==> config.mk <==
export PLATFORM = sky130hd
export DESIGN_NAME = console_uart_tx_flat
export DESIGN_NICKNAME = d
export VERILOG_FILES = /design/src/rtl/console_pkg.sv /design/src/rtl/console_uart_tx_if.sv /design/src/rtl/sync_fifo.sv /design/src/rtl/console_uart_tx.sv /design/src/flat_wrapper.sv
export SDC_FILE = /design/constraint.sdc
export NUM_CORES = 1
export LEC_CHECK = 0
export ABC_AREA = 0
export ABC_CLOCK_PERIOD_IN_PS = 3300
export BUFFER_PORTS_ARGS = -buffer_cell sky130_fd_sc_hd__buf_2
export CAP_MARGIN = 20
export CORE_ASPECT_RATIO = 1.2
export CORE_MARGIN = 2
export CORE_UTILIZATION = 35
export CTS_BUF_LIST = sky130_fd_sc_hd__clkbuf_16
export DETAILED_ROUTE_END_ITERATION = 12
export MAX_ROUTING_LAYER = met4
export SLEW_MARGIN = 10
export SYNTH_ARGS = -nofsm -noshare
export SYNTH_HDL_FRONTEND = slang
export SYNTH_SLANG_ARGS = --single-unit
export TNS_END_PERCENT = 5
==> constraint.sdc <==
create_clock -name CLK -period 3.3 [get_ports CLK]
set_input_delay 0.33 -clock CLK [delete_from_list [all_inputs] [get_ports CLK]]
set_output_delay 0.33 -clock CLK [all_outputs]
set_load 0.02 [all_outputs]
==> src/rtl/console_pkg.sv <==
// rtl/console_pkg.sv - shared types and constants for the console UART transmitter
package console_pkg;

    typedef enum logic [1:0] {
        IDLE  = 2'd0,
        START = 2'd1,
        DATA  = 2'd2,
        STOP  = 2'd3
    } uart_state_t;

    localparam int UART_DATA_BITS   = 8;
    localparam int DEFAULT_BAUD_DIV = 868;

    function automatic int clog2(input int value);
        int r;
        r = 0;
        for (int v = value - 1; v > 0; v = v >> 1) begin
            r++;
        end
        return r;
    endfunction

endpackage

==> src/rtl/console_uart_tx_if.sv <==
// rtl/console_uart_tx_if.sv - byte handshake between the Wrapper console port and the UART
interface console_uart_tx_if;
    import console_pkg::*;

    logic [UART_DATA_BITS-1:0] CONSOLE_OUT;
    logic                      CONSOLE_OUT_valid;
    logic                      CONSOLE_OUT_ready;

    modport master (
        output CONSOLE_OUT,
        output CONSOLE_OUT_valid,
        input  CONSOLE_OUT_ready
    );

    modport slave (
        input  CONSOLE_OUT,
        input  CONSOLE_OUT_valid,
        output CONSOLE_OUT_ready
    );

endinterface

==> src/rtl/sync_fifo.sv <==
// rtl/sync_fifo.sv - single-clock circular FIFO with occupancy count
module sync_fifo
    import console_pkg::*;
#(
    parameter int WIDTH = 8,
    parameter int DEPTH = 16,
    parameter int CNT_W = clog2(DEPTH) + 1
) (
    input  logic             clk,
    input  logic             rst,
    input  logic             push,
    input  logic [WIDTH-1:0] wdata,
    input  logic             pop,
    output logic [WIDTH-1:0] rdata,
    output logic             full,
    output logic             empty,
    output logic [CNT_W-1:0] count
);
    localparam int AW = clog2(DEPTH);

    logic [WIDTH-1:0] mem [DEPTH];
    logic [AW-1:0]    wr_ptr;
    logic [AW-1:0]    rd_ptr;
    logic             do_push;
    logic             do_pop;

    assign full    = (count == CNT_W'(DEPTH));
    assign empty   = (count == '0);
    assign do_push = push && !full;
    assign do_pop  = pop && !empty;
    assign rdata   = mem[rd_ptr];

    always_ff @(posedge clk) begin
        if (do_push) begin
            mem[wr_ptr] <= wdata;
        end
    end

    // Pointers wrap naturally because DEPTH is a power of two.
    always_ff @(posedge clk) begin
        if (rst) begin
            wr_ptr <= '0;
            rd_ptr <= '0;
            count  <= '0;
        end else begin
            if (do_push) wr_ptr <= wr_ptr + 1'b1;
            if (do_pop)  rd_ptr <= rd_ptr + 1'b1;
            case ({do_push, do_pop})
                2'b10:   count <= count + 1'b1;
                2'b01:   count <= count - 1'b1;
                default: count <= count;
            endcase
        end
    end

endmodule

==> src/rtl/console_uart_tx.sv <==
// rtl/console_uart_tx.sv - buffers console bytes and sends them as 8N1 UART frames
module console_uart_tx
    import console_pkg::*;
#(
    parameter int BAUD_DIV   = DEFAULT_BAUD_DIV,
    parameter int FIFO_DEPTH = 16,
    parameter int CNT_W      = 5
) (
    input  logic              CLK,
    input  logic              RESET,
    console_uart_tx_if.slave  console,
    output logic              TX,
    output logic              BUSY,
    output logic [CNT_W-1:0]  FIFO_COUNT
);
    localparam int BW = clog2(BAUD_DIV);

    uart_state_t               state_q, state_d;
    logic [BW-1:0]             cnt_q, cnt_d;
    logic [2:0]                bit_q, bit_d;
    logic [UART_DATA_BITS-1:0] shift_q, shift_d;
    logic                      tx_d;
    logic                      tick;
    logic                      pop;
    logic                      fifo_full;
    logic                      fifo_empty;
    logic [UART_DATA_BITS-1:0] fifo_rdata;

    sync_fifo #(
        .WIDTH (UART_DATA_BITS),
        .DEPTH (FIFO_DEPTH),
        .CNT_W (CNT_W)
    ) u_fifo (
        .clk   (CLK),
        .rst   (RESET),
        .push  (console.CONSOLE_OUT_valid && console.CONSOLE_OUT_ready),
        .wdata (console.CONSOLE_OUT),
        .pop   (pop),
        .rdata (fifo_rdata),
        .full  (fifo_full),
        .empty (fifo_empty),
        .count (FIFO_COUNT)
    );

    assign console.CONSOLE_OUT_ready = !RESET && !fifo_full;
    assign BUSY = (state_q != IDLE) || (FIFO_COUNT != '0);
    assign tick = (cnt_q == BW'(BAUD_DIV - 1));

    always_comb begin
        state_d = state_q;
        cnt_d   = cnt_q;
        bit_d   = bit_q;
        shift_d = shift_q;
        pop     = 1'b0;
        case (state_q)
            IDLE: begin
                cnt_d = '0;
                if (!fifo_empty) begin
                    pop     = 1'b1;
                    shift_d = fifo_rdata;
                    state_d = START;
                end
            end
            START: begin
                cnt_d = cnt_q + 1'b1;
                if (tick) begin
                    cnt_d   = '0;
                    bit_d   = '0;
                    state_d = DATA;
                end
            end
            DATA: begin
                cnt_d = cnt_q + 1'b1;
                if (tick) begin
                    cnt_d   = '0;
                    shift_d = shift_q >> 1;
                    if (bit_q == 3'(UART_DATA_BITS - 1)) state_d = STOP;
                    else                                 bit_d   = bit_q + 1'b1;
                end
            end
            STOP: begin
                cnt_d = cnt_q + 1'b1;
                if (tick) begin
                    cnt_d = '0;
                    // Chain straight into the next start bit when more data is waiting.
                    if (!fifo_empty) begin
                        pop     = 1'b1;
                        shift_d = fifo_rdata;
                        state_d = START;
                    end else begin
                        state_d = IDLE;
                    end
                end
            end
            default: state_d = IDLE;
        endcase

        // TX is registered from the next state so the line changes on the same edge as the FSM.
        tx_d = 1'b1;
        case (state_d)
            START:   tx_d = 1'b0;
            DATA:    tx_d = shift_d[0];
            default: tx_d = 1'b1;
        endcase
    end

    always_ff @(posedge CLK) begin
        if (RESET) begin
            state_q <= IDLE;
            cnt_q   <= '0;
            bit_q   <= '0;
            shift_q <= '0;
            TX      <= 1'b1;
        end else begin
            state_q <= state_d;
            cnt_q   <= cnt_d;
            bit_q   <= bit_d;
            shift_q <= shift_d;
            TX      <= tx_d;
        end
    end

endmodule
==> src/flat_wrapper.sv <==
// flat-port wrapper written by rule: the top's interface ports become plain ports
module console_uart_tx_flat import console_pkg::*;
#(
    parameter int BAUD_DIV   = DEFAULT_BAUD_DIV,
    parameter int FIFO_DEPTH = 16,
    parameter int CNT_W      = 5
)
  (CLK, RESET, TX, BUSY, FIFO_COUNT, console_CONSOLE_OUT, console_CONSOLE_OUT_valid, console_CONSOLE_OUT_ready);
  console_uart_tx_if console_i ();
  input  logic CLK;
  input  logic RESET;
  output logic TX;
  output logic BUSY;
  output logic [CNT_W-1:0] FIFO_COUNT;
  input wire logic [$bits(console_i.CONSOLE_OUT)-1:0] console_CONSOLE_OUT;
  input wire logic [$bits(console_i.CONSOLE_OUT_valid)-1:0] console_CONSOLE_OUT_valid;
  output wire logic [$bits(console_i.CONSOLE_OUT_ready)-1:0] console_CONSOLE_OUT_ready;
  assign console_i.CONSOLE_OUT = console_CONSOLE_OUT;
  assign console_i.CONSOLE_OUT_valid = console_CONSOLE_OUT_valid;
  assign console_CONSOLE_OUT_ready = console_i.CONSOLE_OUT_ready;
  console_uart_tx #(.BAUD_DIV(BAUD_DIV), .FIFO_DEPTH(FIFO_DEPTH), .CNT_W(CNT_W)) u_core (.CLK(CLK), .RESET(RESET), .console(console_i), .TX(TX), .BUSY(BUSY), .FIFO_COUNT(FIFO_COUNT));
endmodule
==> metrics.txt <==
# TYPE chip_impl_metric gauge
chip_impl_metric{name="place_area",unit="mm2"} 0.00780
chip_impl_metric{name="synth-seq-cells",unit=""} 169
chip_impl_info{name="run_status",value="finished, final reports clean"} 1
chip_impl_metric{name="power_density",unit="mW/mm2"} 744
chip_impl_metric{name="fin_setup_tns",unit="ps"} 0
chip_impl_info{name="ys_top_cells_by_area",value="sky130_fd_sc_hd__edfxtp_1 52%, sky130_fd_sc_hd__dfxtp_1 11%, sky130_fd_sc_hd__mux4_1 6.8%, sky130_fd_sc_hd__mux4_2 4.0%, sky130_fd_sc_hd__nor2_1 2.7%"} 1
chip_impl_info{name="tritoncts_clock_tree",value="done"} 1
chip_impl_metric{name="timing_worst_slew_pin_value",unit="ps"} 1020
chip_impl_metric{name="timing.critical_path.fanout_max",unit=""} 7
chip_impl_metric{name="slew-limit-headroom",unit="%"} 31.6
chip_impl_metric{name="p_leak",unit="uW"} 0.00280
chip_impl_metric{name="dp.final_hpwl",unit="um"} 9320
chip_impl_metric{name="syn_inst",unit=""} 483
chip_impl_info{name="mostFrequentLayoutCells",value="128 x sky130_fd_sc_hd__edfxtp_1, 53 x sky130_fd_sc_hd__nor2_1, 40 x sky130_fd_sc_hd__dfxtp_1, 24 x sky130_fd_sc_hd__buf_4, 23 x sky130_fd_sc_hd__nand2_1"} 1
chip_impl_info{name="layout.cells.most_common",value="sky130_fd_sc_hd__edfxtp_1"} 1
chip_impl_metric{name="drt_wl_total",unit="um"} 14100
chip_impl_metric{name="avgSynthCellArea",unit="um2"} 15.2
chip_impl_metric{name="cts_setup_buffers",unit=""} 0
chip_impl_metric{name="synthesized_nets",unit=""} 509
chip_impl_metric{name="grt_max_degree",unit=""} 36
chip_impl_metric{name="timing.hold.worst_path_depth",unit=""} 1
chip_impl_metric{name="buffer_ports.inserted",unit=""} 18
chip_impl_metric{name="die_height",unit="um"} 163
chip_impl_info{name="worst_min_path_class",value="input port to register"} 1
chip_impl_metric{name="synthDominantCellAreaShare",unit="%"} 52.3
chip_impl_metric{name="power.switching_fraction",unit="%"} 30.2
chip_impl_metric{name="relative_area_change_from_synthesis_to_final_layout",unit="%"} 14.6
chip_impl_metric{name="stdcell_area",unit="mm2"} 0.00842
chip_impl_metric{name="post-route-drc-count",unit=""} 0
chip_impl_metric{name="yosysSeqAreaShare",unit="%"} 63.5
chip_impl_metric{name="layout.core_utilization",unit="%"} 40.6
chip_impl_metric{name="floorplan.initialDensity",unit="%"} 35.4
chip_impl_metric{name="num_antenna_cells",unit=""} 0
chip_impl_metric{name="power_switching",unit="uW"} 1890
chip_impl_metric{name="ys_types",unit=""} 67
chip_impl_metric{name="fp.coreArea",unit="mm2"} 0.0208
chip_impl_info{name="timing.critical_path.to_type",value="register"} 1
chip_impl_metric{name="number_of_flops_mapped_to_enable_cells_by_yosys",unit=""} 128
chip_impl_metric{name="groute.usage.overall",unit="%"} 14.2
chip_impl_metric{name="grt_pass1_wl",unit="um"} 22700
chip_impl_metric{name="insertion_delay",unit="ps"} 430
chip_impl_metric{name="drv_slew",unit=""} 0
chip_impl_metric{name="fmax",unit="MHz"} 335
chip_impl_metric{name="maxCapViolations",unit=""} 0
chip_impl_metric{name="die_w",unit="um"} 136
chip_impl_metric{name="share_clk_of_total_power",unit="%"} 32.7
chip_impl_info{name="timing.setup.critical_path_class",value="register to register"} 1
chip_impl_metric{name="core.rowCount",unit=""} 58
chip_impl_metric{name="cts.reportedPaths.clkPinSlew",unit="ps"} 70
chip_impl_metric{name="internal_power",unit="uW"} 4380
chip_impl_info{name="grt_setup_unrepaired",value="false"} 1
chip_impl_metric{name="finalClockSkew",unit="ps"} 17.6
chip_impl_metric{name="clock_tree.htree_level_count",unit=""} 4
chip_impl_metric{name="ir_worst_vdd",unit="V"} 0.000381
chip_impl_metric{name="antenna_found_initial",unit=""} 0
chip_impl_metric{name="post_synth_instance_area",unit="mm2"} 0.00735
chip_impl_info{name="cts_root_buffer",value="sky130_fd_sc_hd__clkbuf_16"} 1
chip_impl_metric{name="cts_sinks",unit=""} 169
chip_impl_metric{name="share_seq_of_total_power",unit="%"} 41.1
chip_impl_metric{name="timing.final.crit_period",unit="ps"} 2980
chip_impl_info{name="ys.flop_type",value="sky130_fd_sc_hd__edfxtp_1"} 1
chip_impl_metric{name="viasPerCell",unit=""} 5.18
chip_impl_metric{name="worst-endpoint-required",unit="ps"} 3670
chip_impl_metric{name="timing_hold_violations_final",unit=""} 0
chip_impl_metric{name="avgRoutedWirePerCell",unit="um"} 17.6
chip_impl_metric{name="grt-ovfl-total",unit=""} 0
chip_impl_metric{name="vias_in_the_first_global_route",unit=""} 4211
chip_impl_info{name="critPathLaunchType",value="register"} 1
chip_impl_metric{name="vias",unit=""} 4145
chip_impl_info{name="yosys.area.top_type",value="sky130_fd_sc_hd__edfxtp_1"} 1
chip_impl_metric{name="setup_violations",unit=""} 0
chip_impl_metric{name="ioPinCount",unit=""} 19
chip_impl_metric{name="initialDrtViolationCount",unit=""} 318
chip_impl_metric{name="layout-drive-gt1-share",unit="%"} 19.2
chip_impl_metric{name="ys_warn_count",unit=""} 0
chip_impl_metric{name="place_congestion",unit=""} 0.789
chip_impl_metric{name="fin_nets",unit=""} 543
chip_impl_metric{name="worst-endpoint-arrival",unit="ps"} 3350
chip_impl_metric{name="floorplan.die_area",unit="mm2"} 0.0222
chip_impl_metric{name="post-route-period-util",unit="%"} 90.4
chip_impl_metric{name="asyncSetResetFlopFracSynth",unit="%"} 0
chip_impl_metric{name="total_power",unit="uW"} 6270
chip_impl_metric{name="drtAntennaViolNets",unit=""} 0
chip_impl_metric{name="tritoncts_buffer_count",unit=""} 17
chip_impl_metric{name="drt_pre_antenna_iters",unit=""} 4
chip_impl_metric{name="hold_buffers",unit=""} 0
chip_impl_metric{name="clockBufferDepth",unit=""} 2
chip_impl_metric{name="combPwrFrac",unit="%"} 26.2
chip_impl_metric{name="reg2reg_depth",unit=""} 12
-- through the flow --
stage | instances | hold WS (ps) | setup slack [ps]
floorplan | 483 | 429 | 139
global placement | 768 | 444 | 318
detailed placement | 768 | 455 | 220
CTS | 800 | 271 | 195
global route | 800 | 284 | 45.7
finish | 800 | 279 | 317
-- final timing paths --
kind | start | to | slack, ps
setup / recovery | u_core.cnt_q[0]$_SDFF_PP0_ | u_core.u_fifo.count[4]$_SDFFE_PP0P_ | 320
hold / removal | console_CONSOLE_OUT[0] | u_core.u_fifo.mem[3][0]$_DFFE_PP_ | 280
setup reg to reg | u_core.cnt_q[0]$_SDFF_PP0_ | u_core.u_fifo.count[4]$_SDFFE_PP0P_ | 320
hold reg to reg | u_core.bit_q[1]$_SDFFE_PP0P_ | u_core.bit_q[1]$_SDFFE_PP0P_ | 460
-- logic make-up (layout without fill, tap and decap cells) --
family | count (synthesis) | after routing | synth area share (%)
simple gates | 140 | 140 | 10.1
xor+xnor | 16 | 16 | 1.91
buf+inv | 38 | 85 | 2.89
compound gates | 59 | 59 | 6.32
flops | 169 | 169 | 63.5
fa+ha+maj | 15 | 15 | 2.55
mux | 46 | 46 | 12.7
-- power by group through the flow --
stage	clock network [uW]	registers (uW)	logic, uW
5_1_grt	2190	2600	1810
2_1_floorplan	0	2540	1370
3_5_place_dp	0	2620	1630
6_report	2050	2570	1640
4_1_cts	2100	2570	1630
3_3_place_gp	0	2610	1590
-- worst max-delay path: stages, from the launching register on --
cell	delay, ps
sky130_fd_sc_hd__dfxtp_1	370
sky130_fd_sc_hd__ha_1	250
sky130_fd_sc_hd__and4bb_1	320
sky130_fd_sc_hd__a41oi_2	190
sky130_fd_sc_hd__nor3_4	220
sky130_fd_sc_hd__ha_1	250
sky130_fd_sc_hd__xor2_1	170
sky130_fd_sc_hd__ha_2	270
sky130_fd_sc_hd__a21o_1	130
sky130_fd_sc_hd__a22oi_1	90
sky130_fd_sc_hd__or4_1	410
sky130_fd_sc_hd__a21oi_1	160
sky130_fd_sc_hd__a211o_1	100
-- flip-flops by register name, indices dropped and copies added, names as in the netlist, named ones only --
signal,count
u_core.u_fifo.rd_ptr,4
u_core.u_fifo.wr_ptr,4
u_core.bit_q,3
u_core.u_fifo.count,5
u_core.state_q,2
u_core.u_fifo.mem,128
u_core.TX,1
u_core.shift_q,8
u_core.cnt_q,10
-- Yosys cell counts (7+ instances only) --
cell type                    n
sky130_fd_sc_hd__nor3_1     13
sky130_fd_sc_hd__nand2_1    23
sky130_fd_sc_hd__mux4_2     13
sky130_fd_sc_hd__inv_1      10
sky130_fd_sc_hd__a211oi_1   14
sky130_fd_sc_hd__a21oi_1     7
sky130_fd_sc_hd__xor2_1      7
sky130_fd_sc_hd__xnor2_1     9
sky130_fd_sc_hd__clkbuf_1   12
sky130_fd_sc_hd__edfxtp_1  128
sky130_fd_sc_hd__mux2i_1    13
sky130_fd_sc_hd__mux4_1     19
sky130_fd_sc_hd__ha_1       15
sky130_fd_sc_hd__nand3_1     8
sky130_fd_sc_hd__dfxtp_1    41
sky130_fd_sc_hd__nor2_1     53
-- per-layer routing --
metal / part of all wire, % / track usage [%] / up-vias / wire, um
li1: - / - / 1954 / -
met2: 51 / 23.4 / 72 / 7230
met4: 1.7 / 5.63 / 0 / 244
met5: 0 / - / - / 0
met1: 44 / 17.1 / 2102 / 6240
met3: 2.5 / 2.71 / 17 / 351
-- area by class of cell --
cell class	instances	area [um2]
fill	1919	12300
timing repair buffer	43	290
clock inverter	15	188
sequential	169	4670
clock buffer	17	425
tap	270	338
inverter	10	37.5
multi-input combinational	276	2480
-- what timing repair did --
item                                    in CTS  in global routing
endpoints found under the setup margin       0                  1
hold endpoints to repair                     0                  0
gates resized for setup                      0                  2
Power figures use the tool's default switching activity.
